### src/rtl/mem_access_unit_if.sv
`timescale 1ns/1ps
`default_nettype none
// +--------------------------------------------------------------------------+
// | mem_access_unit_if : pipeline request/result and byte-wide memory port   |
// | Revision: 1.0                                                            |
// +--------------------------------------------------------------------------+
interface mem_access_unit_if #(
  parameter int ADDR_W = 32
);
  logic              req_i;
  logic              we_i;
  logic [ADDR_W-1:0] addr_i;
  logic [31:0]       wdata_i;
  logic [1:0]        size_i;
  logic              sign_ext_i;
  logic              busy_o;
  logic              done_o;
  logic [31:0]       rdata_o;
  logic              mem_req_o;
  logic              mem_we_o;
  logic [ADDR_W-1:0] mem_addr_o;
  logic [7:0]        mem_byte_o;
  logic              mem_grant_i;
  logic [7:0]        mem_byte_i;

  modport slave (
    input  req_i, we_i, addr_i, wdata_i, size_i, sign_ext_i, mem_grant_i, mem_byte_i,
    output busy_o, done_o, rdata_o, mem_req_o, mem_we_o, mem_addr_o, mem_byte_o
  );

  modport master (
    output req_i, we_i, addr_i, wdata_i, size_i, sign_ext_i, mem_grant_i, mem_byte_i,
    input  busy_o, done_o, rdata_o, mem_req_o, mem_we_o, mem_addr_o, mem_byte_o
  );
endinterface
`default_nettype wire

### src/rtl/mem_access_unit.sv
`timescale 1ns/1ps
`default_nettype none
// +--------------------------------------------------------------------------+
// | mem_access_unit : serializes loads/stores into little-endian byte reqs   |
// | Revision: 1.0                                                            |
// +--------------------------------------------------------------------------+
module mem_access_unit #(
  parameter int ADDR_W = 32
) (
  input  logic clk_i,
  input  logic rst_i,
  mem_access_unit_if.slave bus
);

  typedef enum logic [1:0] {
    S_IDLE = 2'd0,
    S_XFER = 2'd1,
    S_LAST = 2'd2,
    S_DONE = 2'd3
  } state_t;

  state_t            r_state;
  state_t            w_state_nxt;

  logic              r_we;
  logic [ADDR_W-1:0] r_addr;
  logic [31:0]       r_wdata;
  logic [1:0]        r_size;
  logic              r_sext;
  logic [1:0]        r_k;
  logic [1:0]        r_last_k;
  logic              r_cap_pend;
  logic [1:0]        r_cap_lane;
  logic [31:0]       r_asm;
  logic [31:0]       r_rdata;

  logic              w_accept;
  logic              w_grant;
  logic              w_grant_rd;
  logic [31:0]       w_asm;
  logic [31:0]       w_ext;

  assign w_grant    = (r_state == S_XFER) && bus.mem_grant_i;
  assign w_grant_rd = w_grant && !r_we;

  assign bus.busy_o  = (r_state != S_IDLE);
  assign bus.done_o  = (r_state == S_DONE);
  assign bus.rdata_o = r_rdata;

  always_ff @(posedge clk_i) begin
    if (rst_i) begin
      r_state <= S_IDLE;
    end else begin
      r_state <= w_state_nxt;
    end
  end

  always_comb begin
    w_state_nxt     = r_state;
    w_accept        = 1'b0;
    bus.mem_req_o   = 1'b0;
    bus.mem_we_o    = 1'b0;
    bus.mem_addr_o  = '0;
    bus.mem_byte_o  = 8'h00;
    case (r_state)
      S_IDLE: begin
        if (bus.req_i) begin
          w_accept    = 1'b1;
          w_state_nxt = S_XFER;
        end
      end
      S_XFER: begin
        bus.mem_req_o  = 1'b1;
        bus.mem_we_o   = r_we;
        bus.mem_addr_o = r_addr + {{(ADDR_W-2){1'b0}}, r_k};
        bus.mem_byte_o = r_wdata[{r_k, 3'b000} +: 8];
        if (bus.mem_grant_i && (r_k == r_last_k)) begin
          w_state_nxt = r_we ? S_DONE : S_LAST;
        end
      end
      S_LAST: w_state_nxt = S_DONE;
      S_DONE: w_state_nxt = S_IDLE;
      default: w_state_nxt = S_IDLE;
    endcase
  end

  // The byte returned for the previous granted read lands in its lane this cycle.
  always_comb begin
    w_asm = r_asm;
    if (r_cap_pend) begin
      w_asm[{r_cap_lane, 3'b000} +: 8] = bus.mem_byte_i;
    end
  end

  always_comb begin
    case (r_size)
      2'd0:    w_ext = {{24{r_sext & w_asm[7]}}, w_asm[7:0]};
      2'd1:    w_ext = {{16{r_sext & w_asm[15]}}, w_asm[15:0]};
      default: w_ext = w_asm;
    endcase
  end

  always_ff @(posedge clk_i) begin
    if (rst_i) begin
      r_we       <= 1'b0;
      r_addr     <= '0;
      r_wdata    <= 32'h0;
      r_size     <= 2'd0;
      r_sext     <= 1'b0;
      r_k        <= 2'd0;
      r_last_k   <= 2'd0;
      r_cap_pend <= 1'b0;
      r_cap_lane <= 2'd0;
      r_asm      <= 32'h0;
      r_rdata    <= 32'h0;
    end else begin
      r_cap_pend <= w_grant_rd;
      r_cap_lane <= r_k;
      r_asm      <= w_asm;
      if (w_accept) begin
        r_we     <= bus.we_i;
        r_addr   <= bus.addr_i;
        r_wdata  <= bus.wdata_i;
        r_size   <= bus.size_i;
        r_sext   <= bus.sign_ext_i;
        r_k      <= 2'd0;
        r_last_k <= (bus.size_i == 2'd0) ? 2'd0 :
                    (bus.size_i == 2'd1) ? 2'd1 : 2'd3;
        r_asm    <= 32'h0;
      end else if (w_grant && (r_k != r_last_k)) begin
        r_k <= r_k + 2'd1;
      end
      if (r_state == S_LAST) begin
        r_rdata <= w_ext;
      end
    end
  end

endmodule
`default_nettype wire
### src/flat_wrapper.sv
// flat-port wrapper written by rule: the top's interface ports become plain ports
module mem_access_unit_flat 
#(
  parameter int ADDR_W = 32
)
  (clk_i, rst_i, bus_req_i, bus_we_i, bus_addr_i, bus_wdata_i, bus_size_i, bus_sign_ext_i, bus_mem_grant_i, bus_mem_byte_i, bus_busy_o, bus_done_o, bus_rdata_o, bus_mem_req_o, bus_mem_we_o, bus_mem_addr_o, bus_mem_byte_o);
  mem_access_unit_if #(.ADDR_W(ADDR_W)) bus_i ();
  input  logic clk_i;
  input  logic rst_i;
  input wire logic [$bits(bus_i.req_i)-1:0] bus_req_i;
  input wire logic [$bits(bus_i.we_i)-1:0] bus_we_i;
  input wire logic [$bits(bus_i.addr_i)-1:0] bus_addr_i;
  input wire logic [$bits(bus_i.wdata_i)-1:0] bus_wdata_i;
  input wire logic [$bits(bus_i.size_i)-1:0] bus_size_i;
  input wire logic [$bits(bus_i.sign_ext_i)-1:0] bus_sign_ext_i;
  input wire logic [$bits(bus_i.mem_grant_i)-1:0] bus_mem_grant_i;
  input wire logic [$bits(bus_i.mem_byte_i)-1:0] bus_mem_byte_i;
  output wire logic [$bits(bus_i.busy_o)-1:0] bus_busy_o;
  output wire logic [$bits(bus_i.done_o)-1:0] bus_done_o;
  output wire logic [$bits(bus_i.rdata_o)-1:0] bus_rdata_o;
  output wire logic [$bits(bus_i.mem_req_o)-1:0] bus_mem_req_o;
  output wire logic [$bits(bus_i.mem_we_o)-1:0] bus_mem_we_o;
  output wire logic [$bits(bus_i.mem_addr_o)-1:0] bus_mem_addr_o;
  output wire logic [$bits(bus_i.mem_byte_o)-1:0] bus_mem_byte_o;
  assign bus_i.req_i = bus_req_i;
  assign bus_i.we_i = bus_we_i;
  assign bus_i.addr_i = bus_addr_i;
  assign bus_i.wdata_i = bus_wdata_i;
  assign bus_i.size_i = bus_size_i;
  assign bus_i.sign_ext_i = bus_sign_ext_i;
  assign bus_i.mem_grant_i = bus_mem_grant_i;
  assign bus_i.mem_byte_i = bus_mem_byte_i;
  assign bus_busy_o = bus_i.busy_o;
  assign bus_done_o = bus_i.done_o;
  assign bus_rdata_o = bus_i.rdata_o;
  assign bus_mem_req_o = bus_i.mem_req_o;
  assign bus_mem_we_o = bus_i.mem_we_o;
  assign bus_mem_addr_o = bus_i.mem_addr_o;
  assign bus_mem_byte_o = bus_i.mem_byte_o;
  mem_access_unit #(.ADDR_W(ADDR_W)) u_core (.clk_i(clk_i), .rst_i(rst_i), .bus(bus_i));
endmodule
### config.mk
export PLATFORM = sky130hd
export DESIGN_NAME = mem_access_unit_flat
export DESIGN_NICKNAME = d
export VERILOG_FILES = /design/src/rtl/mem_access_unit_if.sv /design/src/rtl/mem_access_unit.sv /design/src/flat_wrapper.sv
export SDC_FILE = /design/constraint.sdc
export NUM_CORES = 1
export LEC_CHECK = 0
export ABC_AREA = 1
export CAP_MARGIN = 20
export CORE_MARGIN = 5
export CORE_UTILIZATION = 51
export CTS_CLUSTER_DIAMETER = 100
export CTS_CLUSTER_SIZE = 16
export DETAILED_ROUTE_END_ITERATION = 6
export GPL_TIMING_DRIVEN = 0
export HOLD_SLACK_MARGIN = 0.05
export PLACE_DENSITY_LB_ADDON = 0.3
export SLEW_MARGIN = 40
export SYNTH_ARGS = -nofsm -noshare
export SYNTH_HDL_FRONTEND = slang
export SYNTH_SLANG_ARGS = --single-unit
export TNS_END_PERCENT = 20
### constraint.sdc
create_clock -name clk_i -period 2.57 [get_ports clk_i]
set_input_delay 0.771 -clock clk_i [delete_from_list [all_inputs] [get_ports clk_i]]
set_output_delay 0.771 -clock clk_i [all_outputs]
set_load 0.01 [all_outputs]
==> impl_metrics.csv <==
group,metric,value,unit
detailed_routing,antenna_left,0,
detailed_routing,wl_per_cell,15.7,um
yosys,synth.most_common_cell,"nor2_1",
finish,drive_above_1_share,0.140,
detailed_routing,drt_wl_total,22100,um
finish,diodes,0,
finish,finalCoreUtilization,0.710,
finish,fin_nets,1313,
timing,fmax,353,MHz
detailed_routing,num_vias,7369,
worst_setup_path,ff2ff_path_depth,7,
timing,rsz0062_at_grt,"yes",
worst_setup_path,cp_max_fo,4,
min_path,min_path_type,"reg -> reg",
yosys,synth-xor-area-share,0.0116,
placed_design,place_congestion,0.981,
clock_tree,clock-sinks,141,
die,io_pins,156,
die,start_util,0.517,
timing,tightest_slew,0.642,ns
timing,fin_setup_tns,-5.21,ns
yosys,synth_compound_area_frac,0.158,
detailed_routing,firstDrtPassIters,5,
clock_tree,htree_levels,4,
timing,relSlewSlack,0.572,
worst_setup_path,regToRegStartpoint,"u_core.r_state[0]",
die,core,13100,sq um
worst_setup_path,crit_required,1.80,ns
global_route,grt.total_usage,0.273,
clock_tree,clockBufferDepth,2,
min_path,whs_path_depth,1,
yosys,synth_cell_types,35,
finish,nFillCells,1137,
power,leakage,0.00389,uW
min_path,hold_start,"u_core.r_we",
timing,fin_ws,-0.262,ns
finish,area_growth,37.4,%
yosys,synthArstFlopShare,0,
die,die_w,125,um
clock_tree,clock_tree.root_cell,"clkbuf_16",
worst_setup_path,start_kind,"flop",
timing,hold_viol,0,
worst_setup_path,crit_type,"reg -> out",
outcome,violations,"setup timing",
power,p_per_area,900,nW/um^2
global_route,grt_pass1_vias,7179,
yosys,synth_nets,1130,
timing,setup_viol_count_final,33,
yosys,syn_area,6790,sq um
timing,fin_crit_sh,1.10,
clock_tree,cts_buffers,17,
detailed_routing,via_per_inst,5.23,
timing,slew_viol_final,0,
placed_design,dp_hpwl,15800,um
yosys,synth-edff-count,0,
finish,multi_input_area,3570,sq um
timing,fin_skew,0.00605,ns
global_route,grt_max_degree,17,
global_route,grt_first_pass_wirelength,34900,um
die,die-area,15700,sq um
detailed_routing,remaining_drc_errors,0,
yosys,syn_inst,1038,
yosys,ys_ff_latch,141,
die,row_count,42,
job,cap_violations,0,
yosys,ys_warn_count,0,
outcome,status,"finished, violations left",
yosys,postSynthAreaPerCell,6.54,sq um
global_route,antenna_found_initial,0,
yosys,synth_common_cells,"nor2_1 (267), nand2_1 (196), dfxtp_1 (141), o21ai_0 (123), inv_1 (102)",
yosys,synth_top_family_by_area,"simple AND/OR/NAND/NOR gates",
yosys,synthFlopType,"dfxtp_1",
clock_tree,clkLatencyLatePin,0.43,ns
detailed_routing,first_iter_violations,653,
global_route,grt_remaining_overflow,0,
clock_tree,tritoncts,"yes",
power,peakVddDrop,0.000544,V
yosys,synth_top_area_frac,0.416,
worst_setup_path,setup.worst_path.start,"u_core.r_k[0]",
finish,regArea,2850,sq um
yosys,synthMuxAreaShare,0,
yosys,synth.area.top_cells,"dfxtp_1 (42%), nor2_1 (15%), nand2_1 (11%), o21ai_0 (9.1%), inv_1 (5.6%)",
die,die_h,125,um
yosys,ys_seq_area_frac,0.416,
worst_setup_path,worstSetupEndpointType,"output pin",
yosys,synthSimpleGateAreaFrac,0.302,
placed_design,port_buffers,155,
timing,min_period,2.83,ns
clock_tree,path_clk_slew,0.06,ns
worst_setup_path,worstPathArrival,2.06,ns
yosys,yosys.area.top_type,"dfxtp_1",
yosys,synthAdderAreaFrac,0.0232,
## cell families (layout without fill, tap and decap cells)
logic type / Yosys count / count (layout)
AND/OR/NAND/NOR: 512 / 512
AO/OA/AOI/OAI: 207 / 207
buffers and inverters: 157 / 353
flip-flops: 141 / 141
adder cells (fa/ha/maj): 12 / 12
XOR/XNOR: 9 / 9
## layer usage
metal,vias to the layer above,GRT usage,wire length (um)
met5,-,0,0
met4,0,0.130,833
met3,62,0.0661,1410
met2,298,0.462,10600
met1,3370,0.327,9260
li1,3639,-,-
## through the flow
stage	worst slack, ns	power [uW]	cell area (sq um)	std cells	hold WS [ns]
after global placement	-0.513	5840	8560	1369	0.446
after detailed placement	-0.591	5890	8560	1369	0.443
after CTS	-0.270	8300	9270	1409	0.453
after global routing	-0.348	8850	9330	1410	0.489
final	-0.262	8390	9330	1410	0.453
after floorplan	0.175	4610	6790	1038	0.422
## what timing repair did
action / CTS / global route
gates resized for setup: 170 / 72
endpoints found under the setup margin: 43 / 41
hold buffers: 0 / 0
setup buffers: 8 / 1
gates cloned: 0 / 0
pin swaps: 18 / 20
## sequential cells by signal, indices dropped and copies added (netlist names)
name,flops
u_core.r_addr,32
u_core.r_cap_lane,2
u_core.r_wdata,32
u_core.r_last_k,2
u_core.r_state,2
u_core.r_k,2
u_core.r_size,2
u_core.r_cap_pend,1
u_core.r_sext,1
u_core.bus.rdata_o,32
u_core.r_we,1
u_core.r_asm,32
## cells in the final DEF, fill, tap and decap left out, drive strengths merged
master,count
xor2,1
buf,45
dfxtp,141
clkdlybuf4s50,113
inv,113
clkinv,6
nor3,4
nor2,272
o211ai,2
a21o,2
nand3,25
dlymetal6s2s,2
ha,11
nand4,4
clkdlybuf4s15,1
nand2,205
bufinv,1
nand3b,1
xnor2,8
fa,1
o22ai,14
a31oi,1
dlygate4sd2,6
clkbuf,63
a21oi,61
clkinvlp,3
o21ai,127
or2,1
## power by group
group	total, uW	switching (uW)	internal, uW
clock network	2410	1030	1380
logic	2890	1720	1160
registers	3100	399	2700
total	8390	3150	5250
## path summary, 6_finish.rpt
kind	end	slack [ns]
min reg2reg	u_core.r_cap_pend	0.45
min	u_core.r_cap_pend	0.45
max	bus_mem_addr_o[28]	-0.26
max reg2reg	u_core.r_wdata[30]	0.30
## cell type report
cell class | instances | share of cell area
clock inverters | 13 | 0.0142
repair buffers | 164 | 0.156
clock buffers | 19 | 0.0475
plain buffers | 47 | 0.0245
flip-flops and latches | 141 | 0.305
well taps | 176 | 0.0236
multi-input cells | 740 | 0.382
inverters | 110 | 0.0459
## worst max-delay path, stage by stage, from the launching register on
cell     delay [ns]
dfxtp_2        0.36
ha_4           0.15
fa_2           0.25
nand3_4        0.13
buf_4          0.20
nor2_4         0.15
nand2_1        0.08
nand2_1        0.06
nand2_1        0.05
nor2_1         0.08
buf_2          0.14
Note: power is estimated with default switching activity, not from simulation.
